===== config.mk =====
export PLATFORM = sky130hd
export DESIGN_NAME = key_debounce
export DESIGN_NICKNAME = d
export VERILOG_FILES = /design/src/rtl/key_debounce_pkg.sv /design/src/rtl/key_debounce_ch.sv /design/src/rtl/key_debounce.sv
export SDC_FILE = /design/constraint.sdc
export NUM_CORES = 1
export LEC_CHECK = 0
export CAP_MARGIN = 15
export CORE_ASPECT_RATIO = 2
export CORE_MARGIN = 1
export CORE_UTILIZATION = 55
export DETAILED_ROUTE_END_ITERATION = 6
export GPL_TIMING_DRIVEN = 0
export PLACE_DENSITY = 0.73
export SLEW_MARGIN = 10
export SYNTH_ARGS = -nofsm -noshare
export SYNTH_HDL_FRONTEND = slang
export SYNTH_HIERARCHICAL = 1
export SYNTH_SLANG_ARGS = --single-unit
export TNS_END_PERCENT = 10

===== constraint.sdc =====
create_clock -name clk -period 2.13 [get_ports clk]
set_input_delay 0.213 -clock clk [delete_from_list [all_inputs] [get_ports clk]]
set_output_delay 0.213 -clock clk [all_outputs]
set_load 0.05 [all_outputs]

===== src/rtl/key_debounce_pkg.sv =====
// Shared constants and helpers for the push-button / slide-switch debouncer.
// Holds the board defaults and the counter-width helper used by each channel.
package key_debounce_pkg;

  localparam int DEBOUNCE_STABLE_CNT_50MHZ_10MS = 500000;
  localparam int DEBOUNCE_N_BUTTONS             = 4;

  // STABLE: synchronized input agrees with the accepted level; PENDING: it differs
  typedef enum logic {
    ST_STABLE  = 1'b0,
    ST_PENDING = 1'b1
  } deb_state_t;

  // Ceiling log2 with a floor of 1, so a 1-cycle debounce still gets a 1-bit counter
  function automatic int clog2_min1(input int value);
    int w;
    w = 0;
    for (int i = 0; i < 31; i++) begin
      if ((64'(1) << i) < 64'(value)) begin
        w = i + 1;
      end
    end
    return (w < 1) ? 1 : w;
  endfunction

endpackage


===== src/rtl/key_debounce_ch.sv =====
// One debounce channel: two-flop synchronizer, stability counter, accepted level,
// and registered one-cycle rise/fall pulses.
module key_debounce_ch
  import key_debounce_pkg::*;
#(
  parameter int STABLE_CNT = DEBOUNCE_STABLE_CNT_50MHZ_10MS,
  parameter bit ACTIVE_LOW = 1'b0
) (
  input  logic clk,
  input  logic rst,
  input  logic key_in,
  output logic key_level,
  output logic key_rise,
  output logic key_fall
);

  localparam int              CNT_W    = clog2_min1(STABLE_CNT);
  localparam logic [CNT_W-1:0] CNT_LAST = CNT_W'(STABLE_CNT - 1);

  logic             w_s;
  logic             r_sync1;
  logic             r_sync2;
  logic [CNT_W-1:0] r_cnt;
  logic             r_level;
  logic             r_rise;
  logic             r_fall;

  deb_state_t       w_state;
  logic [CNT_W-1:0] w_cnt_next;
  logic             w_level_next;
  logic             w_rise_next;
  logic             w_fall_next;

  // Inversion happens before the synchronizer so "pressed" is always 1 downstream
  assign w_s = key_in ^ ACTIVE_LOW;

  always_ff @(posedge clk or posedge rst) begin
    if (rst) begin
      r_sync1 <= 1'b0;
      r_sync2 <= 1'b0;
      r_cnt   <= '0;
      r_level <= 1'b0;
      r_rise  <= 1'b0;
      r_fall  <= 1'b0;
    end else begin
      r_sync1 <= w_s;
      r_sync2 <= r_sync1;
      r_cnt   <= w_cnt_next;
      r_level <= w_level_next;
      r_rise  <= w_rise_next;
      r_fall  <= w_fall_next;
    end
  end

  // Any return to the accepted level drops the count to zero: no partial credit
  always_comb begin
    w_state      = (r_sync2 == r_level) ? ST_STABLE : ST_PENDING;
    w_cnt_next   = '0;
    w_level_next = r_level;
    w_rise_next  = 1'b0;
    w_fall_next  = 1'b0;
    case (w_state)
      ST_STABLE: begin
        w_cnt_next = '0;
      end
      ST_PENDING: begin
        if (r_cnt == CNT_LAST) begin
          w_level_next = r_sync2;
          w_rise_next  = r_sync2;
          w_fall_next  = ~r_sync2;
        end else begin
          w_cnt_next = r_cnt + 1'b1;
        end
      end
      default: begin
        w_cnt_next = '0;
      end
    endcase
  end

  assign key_level = r_level;
  assign key_rise  = r_rise;
  assign key_fall  = r_fall;

endmodule


===== src/rtl/key_debounce.sv =====
// N-channel debouncer placed directly behind the board pins; channels are
// fully independent copies of key_debounce_ch.
module key_debounce
  import key_debounce_pkg::*;
#(
  parameter int N          = DEBOUNCE_N_BUTTONS,
  parameter int STABLE_CNT = DEBOUNCE_STABLE_CNT_50MHZ_10MS,
  parameter int ACTIVE_LOW = 0
) (
  input  logic         clk,
  input  logic         rst,
  input  logic [N-1:0] key_in,
  output logic [N-1:0] key_level,
  output logic [N-1:0] key_rise,
  output logic [N-1:0] key_fall
);

  for (genvar gi = 0; gi < N; gi++) begin : g_ch
    key_debounce_ch #(
      .STABLE_CNT (STABLE_CNT),
      .ACTIVE_LOW (ACTIVE_LOW != 0)
    ) u_ch (
      .clk       (clk),
      .rst       (rst),
      .key_in    (key_in[gi]),
      .key_level (key_level[gi]),
      .key_rise  (key_rise[gi]),
      .key_fall  (key_fall[gi])
    );
  end

endmodule


==> qor.csv <==
stage,metric,value,unit
setup_path,slowest_delay,0.47,ns
floorplanning,start_util,57.1,%
grt,antenna_found_initial,0,
synth,yosysSeqAreaShare,50.4,%
grt,grt_use_total,21.8,%
synth,synth_cells,440,
sta,fmax,535,MHz
floorplanning,die_h,134,microns
setup_path,crit_family,simple AND/OR/NAND/NOR gates,
cts,htreeDepth,3,
setup_path,worst-path-stages,4,
cts,cts_resized,0,
floorplanning,row_count,47,
synth,ys_types,28,
final_layout,seqCellArea,2400,sq um
power_and_ir_drop,p_leak,2.18,nW
setup_path,cp_max_fo,6,
sta,post-route-min-period,1.87,ns
floorplanning,die_w,67.9,microns
synth,yosys.area.top_type,dfrtp_1,
synth,synth-edff-count,0,
cts,clockBufferDepth,2,
flow_run,cap_violations,0,
final_layout,area_delta_synth_final,12.3,%
outcome,status,"complete, no violations",
sta,holdWs,0.307,ns
setup_path,r2r_cells,4,
final_layout,drive_gt1_share,12.5,%
setup_path,cp_num_buf_inv,0,
cts,clock_latency,0.35,ns
synth,synth_common_cells,"dfrtp_1 (96), nor2_1 (84), xnor2_1 (48)",
floorplanning,die_area,9070,sq um
setup_path,path_class,flop to flop,
grt,grt_pass1_wl,15.0,mm
placed_design,numPortBuffers,17,
synth,avgSynthCellArea,10.8,sq um
synth,synth_top_area_share,50.4,%
placed_design,gp_routability_congestion,0.824,
routing,num_vias,3302,
routing,drtIter0Drc,127,
sta,drv_slew,0,
setup_path,critical_path.cell_chain,nor4bb_1 -> nand4_1 -> nor2_1 -> mux2_2,
cts,ctsHoldBuffers,0,
floorplanning,ios,18,
routing,routed_wl,8.79,mm
synth,synth.area.top_cells,"dfrtp_1 (50%), xnor2_1 (8.8%), nor2_1 (6.6%)",
sta,setup_viol,0,
synth,ys_warn_count,6,
final_layout,nNetsFinal,478,
sta,fin_setup_tns,0,ns
setup_path,required,2.36,ns
sta,rsz0062_at_grt,false,
sta,tightestPinTransition,0.928,ns
setup_path,crit_slowest_cell,nor4bb_1,
synth,synth_most_common_cell,dfrtp_1,
synth,ys.flop_type,dfrtp_1,
floorplanning,coreArea,8350,sq um
setup_path,crit_path_end_kind,flop,
routing,drt-pass1-iter-count,4,
setup_path,arrival,2.10,ns
synth,async_flop_share,100,%
sta,setup_slack,0.260,ns
cts,cts_root_buf,clkbuf_16,
grt,grt-ovfl-total,0,
worst_hold_path,worstHoldPathCells,1,
sta,max-slew-margin-rel,38.1,%
cts,clkSlewWorstSetupHoldPaths,0.07,ns
power_and_ir_drop,irDropWorstVdd,549,uV
power_and_ir_drop,power_density,675,nW/um^2
routing,drc_errors,0,
placed_design,place_ws,0.265,ns
grt,grt_pass1_vias,3435,
sta,hold_violations,0,
sta,final.setup_skew,0.00785,ns
setup_path,start_kind,flop,
grt,grt_start_max_net_pins,25,
cts,cts-buffers-inserted,9,
cts,tritoncts_num_sinks,96,
final_layout,multiInputGateArea,2260,sq um
routing,ant_nets,0,
cts,post_cts.repair.setup_buffers,0,
synth,ys_ff_latch,96,
synth,syn-num-nets,450,
routing,vias_per_cell,5.79,
routing,wl_per_cell,15.4,microns
final_layout,fillers,634,
cts,cts_tree,done,
placed_design,dp_hpwl,6.17,mm
final_layout,antenna_cells,0,
synth,netlist_area,4770,sq um
worst_hold_path,hold_class,input pin to flop,
sta,fin_crit_sh,87.8,%
-- worst paths after layout --
kind                                                      end  slack [ns]                             start
max                        g_ch[0].u_ch/key_level$_DFFE_PP0P_        0.26  g_ch[0].u_ch/r_cnt[11]$_DFF_PP0_
min                            g_ch[2].u_ch/r_sync1$_DFF_PP0_        0.31                         key_in[2]
max reg2reg                g_ch[0].u_ch/key_level$_DFFE_PP0P_        0.26  g_ch[0].u_ch/r_cnt[11]$_DFF_PP0_
min reg2reg                    g_ch[1].u_ch/r_sync2$_DFF_PP0_        0.35    g_ch[1].u_ch/r_sync1$_DFF_PP0_
max in group asynchronous    g_ch[0].u_ch/r_cnt[18]$_DFF_PP0_        1.06                               rst
min in group asynchronous    g_ch[1].u_ch/r_cnt[15]$_DFF_PP0_        0.49                               rst
-- placed cells by master (no fill, tap or decap), types with 9 or more instances in the layout --
| cell | count |
|---|---|
| nor4_1 | 12 |
| nor2_1 | 84 |
| clkdlybuf4s50_1 | 17 |
| nand3_1 | 20 |
| nand2_1 | 20 |
| a21oi_1 | 16 |
| xnor2_1 | 48 |
| clkbuf_16 | 9 |
| nand4b_1 | 12 |
| inv_1 | 20 |
| dfrtp_1 | 96 |
| nor3_1 | 12 |
-- worst register-to-register path, stage by stage (launching register included) --
cell      delay, ns
dfrtp_1        0.45
nor4bb_1       0.47
nand4_1        0.26
nor2_1         0.23
mux2_2         0.36
-- sequential cells by signal, summed over array words and instances (netlist names) --
signal               count
g_ch.u_ch/key_fall       4
g_ch.u_ch/r_cnt         76
g_ch.u_ch/r_sync1        4
g_ch.u_ch/r_sync2        4
g_ch.u_ch/key_rise       4
g_ch.u_ch/key_level      4
-- layout make-up --
cell class | instances | area share, %
buffer | 4 | 0.560
clock buffer | 9 | 4.20
clock inverter | 6 | 1.31
inverter | 20 | 1.40
multi-input combinational | 320 | 42.2
sequential | 96 | 44.8
tap | 98 | 2.29
timing repair buffer | 17 | 3.18
-- metal layers --
metal,wire (microns),up-vias,share of wire [%],global-route usage [%]
li1,-,1593,-,-
met1,3600,1648,41,24.1
met2,4790,45,54,38.6
met3,176,16,2.0,4.45
met4,222,0,2.5,9.14
met5,0,-,0,0
-- cell families (layout without fill, tap and decap cells) --
kind of cell	after synthesis	in the layout	synth area share, %
AND/OR/NAND/NOR	224	224	30.2
flip-flops	96	96	50.4
XOR/XNOR	56	56	10.3
AO/OA/AOI/OAI	28	28	4.09
buffers and inverters	24	56	2.20
multiplexers	8	8	1.78
adder cells (fa/ha/maj)	4	4	1.05
-- per-stage QoR --
| step | area (sq um) | total power [mW] | instances | util [%] |
|---|---|---|---|---|
| 2_1_floorplan | 4770 | 2.00 | 440 | - |
| 3_3_place_gp | 5060 | 2.04 | 555 | 60.6 |
| 3_5_place_dp | 5060 | 2.04 | 555 | 60.6 |
| 4_1_cts | 5360 | 3.66 | 570 | 64.2 |
| 5_1_grt | 5360 | 3.75 | 570 | 64.2 |
| 6_report | 5360 | 3.62 | 570 | 64.2 |
-- power breakdown --
group | leakage (nW) | internal [mW] | switching, mW | total, mW
clock network | 0.134 | 0.909 | 0.702 | 1.61
logic | 0.736 | 0.0420 | 0.0790 | 0.121
registers | 1.31 | 1.85 | 0.0349 | 1.88
Power figures use the tool's default switching activity.
